[config.mk]
export PLATFORM = sky130hd
export DESIGN_NAME = float_sub_seq
export DESIGN_NICKNAME = d
export VERILOG_FILES = /design/src/rtl/float_sub_seq.sv
export SDC_FILE = /design/constraint.sdc
export NUM_CORES = 1
export LEC_CHECK = 0
export CORE_MARGIN = 3
export CORE_UTILIZATION = 60
export CTS_CLUSTER_DIAMETER = 80
export DETAILED_ROUTE_END_ITERATION = 8
export PLACE_DENSITY = 0.83
export SLEW_MARGIN = 20
export SYNTH_ARGS = -nofsm -noshare
export SYNTH_HDL_FRONTEND = slang
export SYNTH_SLANG_ARGS = --single-unit
[constraint.sdc]
create_clock -name clk -period 4.75 [get_ports clk]
set_clock_uncertainty 0.05 [all_clocks]
set_input_delay 1.425 -clock clk [delete_from_list [all_inputs] [get_ports clk]]
set_output_delay 1.425 -clock clk [all_outputs]
set_load 0.02 [all_outputs]
[src/rtl/float_sub_seq.sv]
// Multi-cycle binary16 subtractor (res = float_a - float_b) with valid/ready on both sides.
// Alignment and normalisation walk one bit per cycle; subnormals flush to zero, rounding truncates.
module float_sub_seq #(
  parameter int float_width    = 16,
  parameter int mantissa_width = 10,
  parameter int exponent_width = 5
) (
  input  logic                   clk,
  input  logic                   rst_n,
  input  logic                   in_valid,
  output logic                   in_ready,
  input  logic [float_width-1:0] float_a,
  input  logic [float_width-1:0] float_b,
  output logic                   out_valid,
  input  logic                   out_ready,
  output logic [float_width-1:0] res
);

  localparam int FW = float_width;
  localparam int MW = mantissa_width;
  localparam int EW = exponent_width;
  localparam int SW = MW + 4;   // hidden + fraction + 3 guard bits
  localparam int CW = SW + 1;   // plus carry
  localparam logic [EW-1:0] EXP_MAX   = '1;
  localparam logic [EW-1:0] CLEAR_CNT = EW'(SW);
  localparam logic [FW-1:0] QNAN      = {1'b0, EXP_MAX, 1'b1, {(MW-1){1'b0}}};

  typedef enum logic [2:0] {IDLE, ALIGN, ADD, NORM, DONE} state_t;

  state_t          state_reg, state_next;
  logic [CW-1:0]   big_reg, big_next;       // larger-exponent significand, later the magnitude
  logic [SW-1:0]   small_reg, small_next;
  logic            sign_big_reg, sign_big_next;
  logic            sign_small_reg, sign_small_next;
  logic [EW-1:0]   exp_reg, exp_next;
  logic [EW-1:0]   cnt_reg, cnt_next;
  logic [FW-1:0]   res_reg, res_next;

  logic [EW-1:0]   exp_a, exp_b;
  logic [MW-1:0]   frac_a, frac_b;
  logic [SW-1:0]   sig_a, sig_b;
  logic [FW-1:0]   special_res;
  logic            nan_a, nan_b, inf_a, inf_b;

  assign exp_a  = float_a[FW-2 -: EW];
  assign exp_b  = float_b[FW-2 -: EW];
  assign frac_a = float_a[MW-1:0];
  assign frac_b = float_b[MW-1:0];
  assign sig_a  = (exp_a != '0) ? {1'b1, frac_a, 3'b000} : '0;
  assign sig_b  = (exp_b != '0) ? {1'b1, frac_b, 3'b000} : '0;
  assign nan_a  = (exp_a == EXP_MAX) && (frac_a != '0);
  assign nan_b  = (exp_b == EXP_MAX) && (frac_b != '0);
  assign inf_a  = (exp_a == EXP_MAX) && (frac_a == '0);
  assign inf_b  = (exp_b == EXP_MAX) && (frac_b == '0);

  always_comb begin
    special_res = {~float_b[FW-1], float_b[FW-2:0]};
    if (nan_a || nan_b)
      special_res = QNAN;
    else if (inf_a && inf_b)
      special_res = (float_a[FW-1] == float_b[FW-1]) ? QNAN : float_a;
    else if (inf_a)
      special_res = float_a;
  end

  always_ff @(posedge clk or negedge rst_n) begin
    if (!rst_n) begin
      state_reg      <= IDLE;
      big_reg        <= '0;
      small_reg      <= '0;
      sign_big_reg   <= 1'b0;
      sign_small_reg <= 1'b0;
      exp_reg        <= '0;
      cnt_reg        <= '0;
      res_reg        <= '0;
    end else begin
      state_reg      <= state_next;
      big_reg        <= big_next;
      small_reg      <= small_next;
      sign_big_reg   <= sign_big_next;
      sign_small_reg <= sign_small_next;
      exp_reg        <= exp_next;
      cnt_reg        <= cnt_next;
      res_reg        <= res_next;
    end
  end

  always_comb begin
    state_next      = state_reg;
    big_next        = big_reg;
    small_next      = small_reg;
    sign_big_next   = sign_big_reg;
    sign_small_next = sign_small_reg;
    exp_next        = exp_reg;
    cnt_next        = cnt_reg;
    res_next        = res_reg;
    case (state_reg)
      IDLE: begin
        if (in_valid) begin
          if (exp_a == EXP_MAX || exp_b == EXP_MAX) begin
            res_next   = special_res;
            state_next = DONE;
          end else begin
            // subtrahend sign is flipped here so the rest of the path is a plain add
            if (exp_a >= exp_b) begin
              big_next        = {1'b0, sig_a};
              sign_big_next   = float_a[FW-1];
              small_next      = sig_b;
              sign_small_next = ~float_b[FW-1];
              exp_next        = exp_a;
              cnt_next        = exp_a - exp_b;
            end else begin
              big_next        = {1'b0, sig_b};
              sign_big_next   = ~float_b[FW-1];
              small_next      = sig_a;
              sign_small_next = float_a[FW-1];
              exp_next        = exp_b;
              cnt_next        = exp_b - exp_a;
            end
            state_next = ALIGN;
          end
        end
      end
      ALIGN: begin
        if (cnt_reg == '0) begin
          state_next = ADD;
        end else if (cnt_reg >= CLEAR_CNT) begin
          small_next = '0;
          cnt_next   = '0;
        end else begin
          small_next = small_reg >> 1;
          cnt_next   = cnt_reg - EW'(1);
        end
      end
      ADD: begin
        if (sign_big_reg == sign_small_reg) begin
          big_next = big_reg + {1'b0, small_reg};
        end else if (big_reg >= {1'b0, small_reg}) begin
          big_next = big_reg - {1'b0, small_reg};
        end else begin
          big_next      = {1'b0, small_reg} - big_reg;
          sign_big_next = sign_small_reg;
        end
        state_next = NORM;
      end
      NORM: begin
        if (big_reg == '0) begin
          res_next   = '0;
          state_next = DONE;
        end else if (exp_reg == EXP_MAX) begin
          res_next   = {sign_big_reg, EXP_MAX, {MW{1'b0}}};
          state_next = DONE;
        end else if (big_reg[CW-1]) begin
          big_next = big_reg >> 1;
          exp_next = exp_reg + EW'(1);
        end else if (exp_reg == '0) begin
          res_next   = {sign_big_reg, {(FW-1){1'b0}}};
          state_next = DONE;
        end else if (!big_reg[SW-1]) begin
          big_next = big_reg << 1;
          exp_next = exp_reg - EW'(1);
        end else begin
          res_next   = {sign_big_reg, exp_reg, big_reg[SW-2 -: MW]};
          state_next = DONE;
        end
      end
      DONE: begin
        if (out_ready) state_next = IDLE;
      end
      default: state_next = IDLE;
    endcase
  end

  assign in_ready  = (state_reg == IDLE);
  assign out_valid = (state_reg == DONE);
  assign res       = res_reg;

endmodule

==> impl_metrics.env <==
export IMPL_leakagePower_nw=2.99
export IMPL_max_slew_margin_rel=0.337
export IMPL_fin_util=0.705
export IMPL_finalMaxSlewViolations=0
export IMPL_grt_ovfl_total=0
export IMPL_hp_class="reg2reg"
export IMPL_fmax_mhz=245
export IMPL_area_delta_synth_final_pct=13.9
export IMPL_grt_pass1_wl_microns=30200
export IMPL_finalSetupViolCount=0
export IMPL_yosysSeqAreaShare=0.248
export IMPL_crit_fanout=14
export IMPL_grt_usage=0.332
export IMPL_path_clk_slew_ps=80
export IMPL_syn_nets=907
export IMPL_hpwlAfterDp_microns=13800
export IMPL_avgSynthCellArea_sq_um=7.54
export IMPL_fin_crit_sh=0.859
export IMPL_post_cts_buffers=0
export IMPL_synth_edf_count=0
export IMPL_start_kind="input pin"
export IMPL_dieArea_sq_mm=0.0113
export IMPL_ios=54
export IMPL_wl_per_cell_microns=18.8
export IMPL_diodes=0
export IMPL_num_rows=36
export IMPL_die_h_microns=106
export IMPL_endpoint_kind="flop"
export IMPL_ant_nets=0
export IMPL_synth_area_leaders="dfrtp_1 25%, ha_1 13%, a21oi_1 7.6%, o21ai_0 4.9%, nand3_1 4.4%"
export IMPL_cp_data_required_time_ps=4950
export IMPL_crit_family="compound AO/OA/AOI/OAI gates"
export IMPL_synthDistinctLibCells=58
export IMPL_antenna_found_initial=0
export IMPL_drc=0
export IMPL_grt_pass1_vias=6070
export IMPL_hold_violations=0
export IMPL_path_class="in2reg"
export IMPL_cts_buffers=9
export IMPL_clkSinkCount=60
export IMPL_htreeDepth=3
export IMPL_synthFlopType="dfrtp_1"
export IMPL_vdd_drop_max_uv=437
export IMPL_crit_arrival_ps=4280
export IMPL_seqPwrFrac=0.199
export IMPL_ctsHoldBuffers=0
export IMPL_port_buffers=53
export IMPL_internal_power_w=0.00255
export IMPL_crit_slowest_cell="clkdlybuf4s50_1"
export IMPL_powerDensity_mw_per_mm2=815
export IMPL_core_area_sq_mm=0.00977
export IMPL_wl_microns=18300
export IMPL_async_flop_share=1.00
export IMPL_nFillCells=823
export IMPL_p_switching_w=0.00306
export IMPL_grt_max_degree=42
export IMPL_combinationalPowerShare=0.716
export IMPL_globalplace_congestion=1.03
export IMPL_initial_utilization=0.619
export IMPL_syn_inst=802
export IMPL_drive_gt1_frac=0.0558
export IMPL_critPathMostFrequentCell="a21oi_1"
export IMPL_yosys_warnings=0
export IMPL_ys_ff_latch=60
export IMPL_synth_area_leader_cell="dfrtp_1"
export IMPL_grt_setup_unrepaired="false"
export IMPL_worst_path_buf_inv=2
export IMPL_netlist_area_sq_mm=0.00605
export IMPL_nets=942
export IMPL_cts_tree="built"
export IMPL_post_cts_resized=0
export IMPL_cts_root_buf="clkbuf_8"
export IMPL_cts_buffer_depth=2
export IMPL_vias=6285
export IMPL_via_per_inst=6.45
export IMPL_p_sw_frac=0.545
export IMPL_crit_chain="clkdlybuf4s50_1 -> inv_1 -> ha_1 -> a21o_1 -> a21oi_1 -> o21ai_2 -> mux2_2 -> a221oi_1 -> xnor2_1 -> a21oi_1 -> nor2_1"
export IMPL_netlist_area_leader_share=0.248
export IMPL_drtIter0Drc=609
export IMPL_die_w_microns=106
export IMPL_max_stage_delay_ps=600
export IMPL_firstDrtPassIters=7
export IMPL_pwr_share_clk=0.085
export IMPL_status="finished, final reports clean"
export IMPL_tightest_slew_ps=994
export IMPL_finalSetupTns_ps=0
export IMPL_largest_register_ffs=16
export IMPL_drv_cap=0
export IMPL_period_needed_ps=4080
export IMPL_clock_latency_ps=360
-- through the flow --
| step | worst slack [ps] | hold slack (ps) | power (W) | instance area [sq um] | cells |
|---|---|---|---|---|---|
| global placement | 465 | 413 | 0.00488 | 6680 | 959 |
| detailed placement | 361 | 426 | 0.00498 | 6680 | 959 |
| CTS | 733 | 444 | 0.00549 | 6880 | 975 |
| finish | 669 | 437 | 0.00561 | 6890 | 975 |
| global route | 370 | 474 | 0.00605 | 6890 | 975 |
| floorplan | 1220 | 455 | 0.00390 | 6050 | 802 |
-- worst paths after layout --
kind	from	to	slack [ps]	depth (start not counted)
worst max-delay path	float_a[11]	cnt_reg[4]	670	11
min in group asynchronous	rst_n	small_reg[1]	1180	1
worst min-delay path	res[0]	res[0]	440	2
worst max register to register	big_reg[1]	big_reg[4]	700	11
worst min register to register	res[0]	res[0]	440	2
max in group asynchronous	rst_n	cnt_reg[1]	2600	2
-- cells by family after synthesis --
family                     count (synthesis)  share of synthesized area
AOI/OAI and AO/OA                        266                      0.269
and+or+nand+nor                          268                      0.208
muxes                                     14                     0.0240
xor gates and xnor gates                  21                     0.0304
buffers and inverters                    104                     0.0699
DFF                                       60                      0.248
adders and majority gates                 69                      0.150
-- cell usage after synthesis (11+ instances only) --
master and count:
a21oi_1 92, nor2_1 70, nand2_1 65, ha_1 63, dfrtp_1 60, o21ai_0 59
inv_1 56, nand3_1 53, clkbuf_1 35, nor3_1 19, xnor2_1 14, a22oi_1 13
a31oi_1 12, and3_1 11, nand2b_1 11, nor2b_1 11, nor4_1 11
-- power groups by stage --
stage          clock network [W]  registers, W  logic, W
2_1_floorplan                  0       0.00106   0.00283
3_3_place_gp                   0       0.00109   0.00379
3_5_place_dp                   0       0.00111   0.00387
4_1_cts                 0.000480       0.00110   0.00391
5_1_grt                 0.000505       0.00115   0.00440
6_report                0.000477       0.00112   0.00402
-- area by class of cell --
cell class | count | area, sq um | share of cell area
inverters | 56 | 210 | 0.0305
flip-flops and latches | 60 | 1500 | 0.218
multi-input cells | 638 | 4140 | 0.601
well taps | 133 | 166 | 0.0242
clock buffers | 9 | 124 | 0.0180
repair buffers | 72 | 668 | 0.0970
clock inverters | 7 | 75.1 | 0.0109
-- worst reg2reg max path: cells and delay by family, from the launching register on --
kind                       cells  cell delay (ps)
AOI/OAI and AO/OA              5             1510
xor gates and xnor gates       1              220
adders and majority gates      1              380
buffers and inverters          1              190
DFF                            1              510
muxes                          1              310
and+or+nand+nor                2              730
-- routing by layer --
metal	vias to the layer above	GRT usage	wire length, microns
met1	2940	0.448	7620
met5	-	0	0
li1	2956	-	-
met3	56	0.0899	1900
met2	333	0.521	8320
met4	0	0.105	499
-- cells in the final DEF (no fill, tap or decap), drive strengths merged, types with 9 or more instances in the layout --
cell type and instances:
a21oi 93, nor2 70, nand2 65, o21ai 65, ha 63, dfrtp 60, inv 57, nand3 53
clkdlybuf4s50 52, buf 20, nor3 19, xnor2 14, a22oi 13, a31oi 12, and3 11, nand2b 11
nor2b 11, nor4 11, o211ai 10, o22ai 10, mux2i 10, a21o 9, clkbuf 9
Note: power is estimated with default switching activity, not from simulation.
